[src/rtl/ptr_secded_pipe.sv]
// Purpose: SECDED (extended Hamming) decode of a protected pointer, with error counters.
// Latency: 2 cycles (stage 1 = codeword/syndrome/parity, stage 2 = corrected data/flags).
// Backpressure: valid/ready; stages advance only when the downstream slot is free or draining.
module ptr_secded_pipe #(
  parameter int DATA_W = 10,
  parameter int PAR_W  = 4,
  parameter int CNT_W  = 8,
  localparam int ENC_W = DATA_W + PAR_W + 1
) (
  input  logic              clk,
  input  logic              rst_n,
  input  logic              in_valid,
  output logic              in_ready,
  input  logic [ENC_W-1:0]  enc_data,
  output logic              out_valid,
  input  logic              out_ready,
  output logic [DATA_W-1:0] out_data,
  output logic              out_sec,
  output logic              out_ded,
  output logic [PAR_W-1:0]  out_syn,
  output logic [CNT_W-1:0]  sec_cnt,
  output logic [CNT_W-1:0]  ded_cnt,
  output logic              ded_sticky,
  input  logic              clr_cnt
);

  // Highest Hamming position that exists in the codeword; larger syndromes are uncorrectable.
  localparam logic [PAR_W-1:0] MAX_POS = PAR_W'(ENC_W - 1);

  // Syndrome: XOR of the position numbers (1-based) of every set bit below the parity bit.
  function automatic logic [PAR_W-1:0] calc_syn(input logic [ENC_W-1:0] cw);
    logic [ENC_W-1:0] sh;
    logic [PAR_W-1:0] s;
    sh = cw;
    s  = '0;
    for (int p = 1; p < ENC_W; p++) begin
      if (sh[0]) s = s ^ PAR_W'(p);
      sh = sh >> 1;
    end
    return s;
  endfunction

  // Pull the data bits out of the non-power-of-two positions, lowest position -> data LSB.
  // Bits are shifted in from the top so the first data position ends up at bit 0.
  function automatic logic [DATA_W-1:0] extract(input logic [ENC_W-1:0] cw);
    logic [ENC_W-1:0]  sh;
    logic [DATA_W-1:0] d;
    sh = cw;
    d  = '0;
    for (int p = 1; p < ENC_W; p++) begin
      if ((p & (p - 1)) != 0) d = {sh[0], d[DATA_W-1:1]};
      sh = sh >> 1;
    end
    return d;
  endfunction

  logic              s1_valid;
  logic [ENC_W-1:0]  s1_code;
  logic [PAR_W-1:0]  s1_syn;
  logic              s1_par;
  logic              s2_valid;
  logic              s1_load;
  logic              s2_load;
  logic              s1_fix;
  logic              s1_ded;
  logic [ENC_W-1:0]  s1_flip;
  logic [DATA_W-1:0] s2_data_nxt;
  logic              out_hs;

  assign s2_load   = !s2_valid || out_ready;
  assign s1_load   = !s1_valid || s2_load;
  assign in_ready  = s1_load;
  assign out_valid = s2_valid;
  assign out_hs    = s2_valid && out_ready;

  // Classify stage-1 word and build the single-bit correction mask.
  // A parity error with S=0 hits only the overall parity bit, so the mask is empty.
  always_comb begin
    s1_fix      = s1_par && (s1_syn <= MAX_POS);
    s1_ded      = (!s1_par && (s1_syn != '0)) || (s1_par && (s1_syn > MAX_POS));
    s1_flip     = '0;
    if (s1_fix) s1_flip = (ENC_W'(1) << s1_syn) >> 1;
    s2_data_nxt = extract(s1_code ^ s1_flip);
  end

  // Stage 1: capture the codeword with its syndrome and overall parity.
  always_ff @(posedge clk or negedge rst_n) begin
    if (!rst_n) begin
      s1_valid <= 1'b0;
      s1_code  <= '0;
      s1_syn   <= '0;
      s1_par   <= 1'b0;
    end else if (s1_load) begin
      s1_valid <= in_valid;
      if (in_valid) begin
        s1_code <= enc_data;
        s1_syn  <= calc_syn(enc_data);
        s1_par  <= ^enc_data;
      end
    end
  end

  // Stage 2: register corrected data and flags; held while the consumer stalls.
  always_ff @(posedge clk or negedge rst_n) begin
    if (!rst_n) begin
      s2_valid <= 1'b0;
      out_data <= '0;
      out_sec  <= 1'b0;
      out_ded  <= 1'b0;
      out_syn  <= '0;
    end else if (s2_load) begin
      s2_valid <= s1_valid;
      if (s1_valid) begin
        out_data <= s2_data_nxt;
        out_sec  <= s1_fix;
        out_ded  <= s1_ded;
        out_syn  <= s1_syn;
      end
    end
  end

  // Saturating error counters and sticky DED flag, counted on output handshakes; clear wins.
  always_ff @(posedge clk or negedge rst_n) begin
    if (!rst_n) begin
      sec_cnt    <= '0;
      ded_cnt    <= '0;
      ded_sticky <= 1'b0;
    end else if (clr_cnt) begin
      sec_cnt    <= '0;
      ded_cnt    <= '0;
      ded_sticky <= 1'b0;
    end else if (out_hs) begin
      if (out_sec && (sec_cnt != {CNT_W{1'b1}})) sec_cnt <= sec_cnt + 1'b1;
      if (out_ded && (ded_cnt != {CNT_W{1'b1}})) ded_cnt <= ded_cnt + 1'b1;
      if (out_ded) ded_sticky <= 1'b1;
    end
  end

endmodule

[config.mk]
export PLATFORM = sky130hd
export DESIGN_NAME = ptr_secded_pipe
export DESIGN_NICKNAME = d
export VERILOG_FILES = /design/src/rtl/ptr_secded_pipe.sv
export SDC_FILE = /design/constraint.sdc
export NUM_CORES = 1
export LEC_CHECK = 0
export BUFFER_PORTS_ARGS = -buffer_cell sky130_fd_sc_hd__buf_2
export CAP_MARGIN = 20
export CORE_UTILIZATION = 54
export DETAILED_ROUTE_END_ITERATION = 16
export PLACE_DENSITY = 0.88
export SLEW_MARGIN = 20
export SYNTH_ARGS = -nofsm -noshare
export SYNTH_HDL_FRONTEND = slang
export SYNTH_SLANG_ARGS = --single-unit
[constraint.sdc]
create_clock -name clk -period 2.6 [get_ports clk]
set_clock_uncertainty 0.1 [all_clocks]
set_input_delay 0.39 -clock clk [delete_from_list [all_inputs] [get_ports clk]]
set_output_delay 0.39 -clock clk [all_outputs]
set_load 0.05 [all_outputs]
# == Word-level counts from Yosys, hierarchy flattened ==
# Index checks and enable logic that the tools add are counted.
# W data, S select, Z words.
# word_totals
regBits,54
latchBits,0
mem_bits_rw,0
mem_bits_ro,0
inputBits,20
out_inout_bits,35
word_cells,106
mem_count,0
# op_classes
n_addsub,2
multipliers,0
n_div,0
order_cmp,2
n_eq_ne,2
n_shift,1
muxes,50
n_bitwise,14
n_reduce_logical,23
# op_table
cell,count
$mux W4,33
$mux W8,6
$add A8 B1 Y8 const B,2
$ne A8 B8 Y1 const B,2
$reduce_xor A15 Y1,1
$shl A1 B4 Y15 const A,1
$mux W14,1
$xor A14 B14 Y14,1
$mux W3,4
$not A2 Y2,6
$not A3 Y3,4
$reduce_and A2 Y1,5
$reduce_bool A2 Y1,4
$logic_and A1 B1 Y1,6
$gt A4 B4 Y1 const B,1
$le A4 B4 Y1 const B,1
$mux W1,4
$mux W2,2
$reduce_bool A4 Y1,1
$logic_not A1 Y1,3
$logic_or A1 B1 Y1,3
$not A1 Y1,3

# == Longest topological paths before layout ==
# logic_depth
ltp_word,54
depth_mapped,6
ltp_nobuf,5

# == Least setup slack after synthesis ==
# No wires, ideal clock.
# synth_timing
path_kind,reg2reg
start,reg s2_valid (netlist: out_valid)
end,reg s1_code[11]
setup_ps,125
t_arrival_ps,2247
t_required_ps,2375
path_slack_ps,128
stages_incl_launch_ff,5
n_path_buf,1
synth_period_minus_slack_ps,2472
path_cell_list,dfrtp_1 -> nand3b_1 -> nand2_1 -> buf_2 -> mux2_2
# synth_between
elab_chain_cells,4
# synth_lines
element,line_no,source
"start, declared",61,logic s2_valid;
"start signal, assigned",112,s2_valid <= s1_valid;
$logic_not A1 Y1,70,assign s2_load = !s2_valid || out_ready;
$logic_or A1 B1 Y1,70,
$logic_or A1 B1 Y1,71,assign s1_load = !s1_valid || s2_load;
named net in_ready,13,"output logic in_ready,"
$reduce_and A2 Y1 (no source line),--,
"end signal, assigned",96,s1_code <= enc_data;
"end, declared",58,logic [ENC_W-1:0] s1_code;
# The timed path passes the listed nets, and every way through them passes these cells.
# A chain may end at the register's enable or synchronous reset.

# == Final worst setup path ==
# layout_timing
start,reg sec_cnt[0]
end,reg sec_cnt[5]
# layout_between
elab_chain_cells,4
word_cells_on_any_way,8
cone_classes,add/sub (1); eq/ne (1); mux (3); reduce/logical (3)
# layout_lines
element,line_no,source
"start, declared",21,"output logic [CNT_W-1:0] sec_cnt,"
"start signal, assigned",133,if (out_sec && (sec_cnt != {CNT_W{1'b1}})) sec_cnt <= sec_cnt + 1'b1;
$add A8 B1 Y8 or $ne A8 B8 Y1 (tied branches),133,
$mux W8 or $logic_and A1 B1 Y1 (tied branches),133,
$mux W8 or $reduce_bool A2 Y1 (tied branches),--,
$mux W8 or $reduce_and A2 Y1 (tied branches),--,
# Parallel ways exist; a longest one is shown, timed or not. The select of a mux whose other input is x is not followed.

==> run metrics <==
outcome=complete, no violations; Cell Pwr Density=823 nW/µm²; Tot GR Track Use=22.1%; Post-CTS Setup Bufs=0; post-synthesis instance area=2530 µm²; maximum clock frequency=0.523 GHz; share of cells above drive strength 1=25.9%; Core Box Area=between 4000 and 5000 µm²; number of inserted diodes=0; slowest CP cell=or4_1; startpoint types=flop; hold crit path type=primary input to flop; CP Max Fanout=8; Max Cap Viol=0; post-cts sizing count=0; Initial Util=57.3%; final non-filler cell total=roughly 350; synthesis-stage register bit count=50; clock-pin slew of the registers on the worst-case setup and hold paths=0.09 ns; HPWL after DPL=~3700 µm; sequential area share after synthesis=49.5%; Placed Cells=344; Final min period=1.91 ns; Clock Path Buffers=2; worst path required time=roughly 2.7 ns; Die X=70.4 µm; Max-Slew Margin vs Limit=53.7%; Vias=1887; Worst EP arrival=2.05 ns; num rows=24; fin crit share=73.5%; hold_ws=~0.19 ns; Syn Nets=265; grt ovf=0; DP Area=2850 µm²; asr flop ratio synth=100%; post-synthesis cell count=243; commonest non-fill, non-tap cells in the layout=buf_2 (54), dfrtp_1 (50), nand2_1 (37); CTS Root Cell=clkbuf_8; FF-to-FF Start=sec_cnt[0]; fin area=2970 µm²; Hold Path Origin=in_valid; Fin Setup TNS=0 ns; Die ar.=4960 µm²; Total Wirelength=4900 µm; Top FF cell, synth=dfrtp_1; final worst slack=roughly 0.69 ns; Cell variety after synth=33; peak supply drop=0.000388 V; Avg Inst Size Synth=10.4 µm²; CP cell instances=ha_1, and3_1, a21o_1, or4_1, a21oi_1; Num CTS Buffers=5; H-tree levels=2; CP startpoint=sec_cnt[0]; ANT nets after route=0; Final Hold Viols=0; DP Worst Slack=0.721 ns; IO buf count=54; die height=70.4 µm; GP Congestion=~0.85; Area Overhead vs Synth=17.3%; CP bufs+invs=0; TritonCTS Sinks=50; static leakage=0.00139 µW; first-pass GRT wire length=8560 µm; routed len/inst=13.9 µm; # setup viols final=0; unrepaired setup endpoints after global routing=false; max-slew violations=0; initial DRC count=96; latest clock arrival within the worst-skew pair=0.31 ns; number of synthesized flops with an enable pin=0; largest net degree at the start of global routing=29; CP peak stage delay=just under 0.5 ns; drc violations=0; I/O pin cnt=55; Top Family by Delay on Critical Path=simple AND/OR/NAND/NOR gates; CTS Hold Buffers Added=1; Layout Nets=approximately 320; CTS tree=done; Critical Path End Type=flop; critical path class=flop to flop; Pre-antenna DRT Iters=4; vias in the first global route=1847; yosys warns=0; Worst Tran Pin Value=0.692 ns; vias per cell=5.35; most common cell after layout, fill and taps aside=buf_2; antenna violations before repair=0
==> worst register-to-register path: cells and delay by family (launching register included) <==
family	cells	cell delay [ns]
AND/OR/NAND/NOR	2	0.68
AO/OA/AOI/OAI	2	0.42
flip-flops	1	0.42
adder cells (fa/ha/maj)	1	0.23
==> synthesized netlist by cell type, types with 3 or more instances <==
library cell  count  area share (%)
nand3b_1          3            0.89
o21ai_0          20             4.0
nand3_1           7             1.4
a21oi_1           9             1.8
clkbuf_1          6            0.89
nor2_1           19             2.8
nand2b_1          5             1.2
or3_1             4            0.99
mux2_2           11             4.9
dfrtp_1          50              49
o31ai_1           4             1.2
xnor3_1           4             3.6
nand2_1          37             5.5
xnor2_1          23             8.0
or4_1             4             1.2
xor2_1           11             3.8
==> through the flow <==
| stage | utilization [%] | total power [µW] |
|---|---|---|
| 3_3_place_gp | 64.5 | 1890 |
| 3_5_place_dp | 64.5 | 1920 |
| 2_1_floorplan | - | 1710 |
| 6_report | 67.2 | 2440 |
| 5_1_grt | 67.2 | 2590 |
| 4_1_cts | 67.2 | 2460 |
==> logic make-up after synthesis <==
logic type                 synth area share, %
muxes                                     5.69
adders and majority gates                0.989
xor gates and xnor gates                  16.4
and+or+nand+nor                           17.4
DFF                                       49.5
AOI/OAI and AO/OA                         8.26
buffers and inverters                     1.83
==> final timing paths <==
check | end | slack [ns] | cells past startpoint
setup / recovery | sec_cnt[5] | 0.69 | 5
hold / removal | s1_valid | 0.19 | 2
setup reg to reg | sec_cnt[5] | 0.69 | 5
hold reg to reg | out_data[4] | 0.38 | 2
max in group asynchronous | s1_par | 1.36 | 3
min in group asynchronous | sec_cnt[4] | 0.42 | 2
==> layer usage <==
| metal | GRT usage (%) | wire length (µm) | up-vias |
|---|---|---|---|
| met2 | 36.6 | 2400 | 59 |
| met1 | 28.6 | 2190 | 882 |
| met4 | 6.44 | 53 | 0 |
| met5 | 0 | 0 | - |
| met3 | 5.34 | 265 | 5 |
| li1 | - | - | 941 |
==> report_power, final <==
group,internal (µW),switching [µW],total [µW]
clock,283,252,535
sequential,918,137,1060
combinational,273,579,852
total,1470,968,2440
==> flip-flops by register name, indices dropped and copies added (netlist names) <==
name,count
ded_cnt,8
out_syn,4
s1_syn,4
ded_sticky,1
out_data,10
s1_par,1
out_ded,1
out_sec,1
s1_valid,1
s1_code,10
sec_cnt,8
out_valid,1
==> cell type report <==
cell class / count / area, µm²
Multi-Input combinational cell: 183 / 1230
Clock buffer: 5 / 68.8
Sequential cell: 50 / 1250
Timing Repair Buffer: 58 / 303
Fill cell: 353 / 1450
Clock inverter: 3 / 40.0
Inverter: 2 / 7.51
Tap cell: 52 / 65.1
Note: power is estimated with default switching activity, not from simulation.
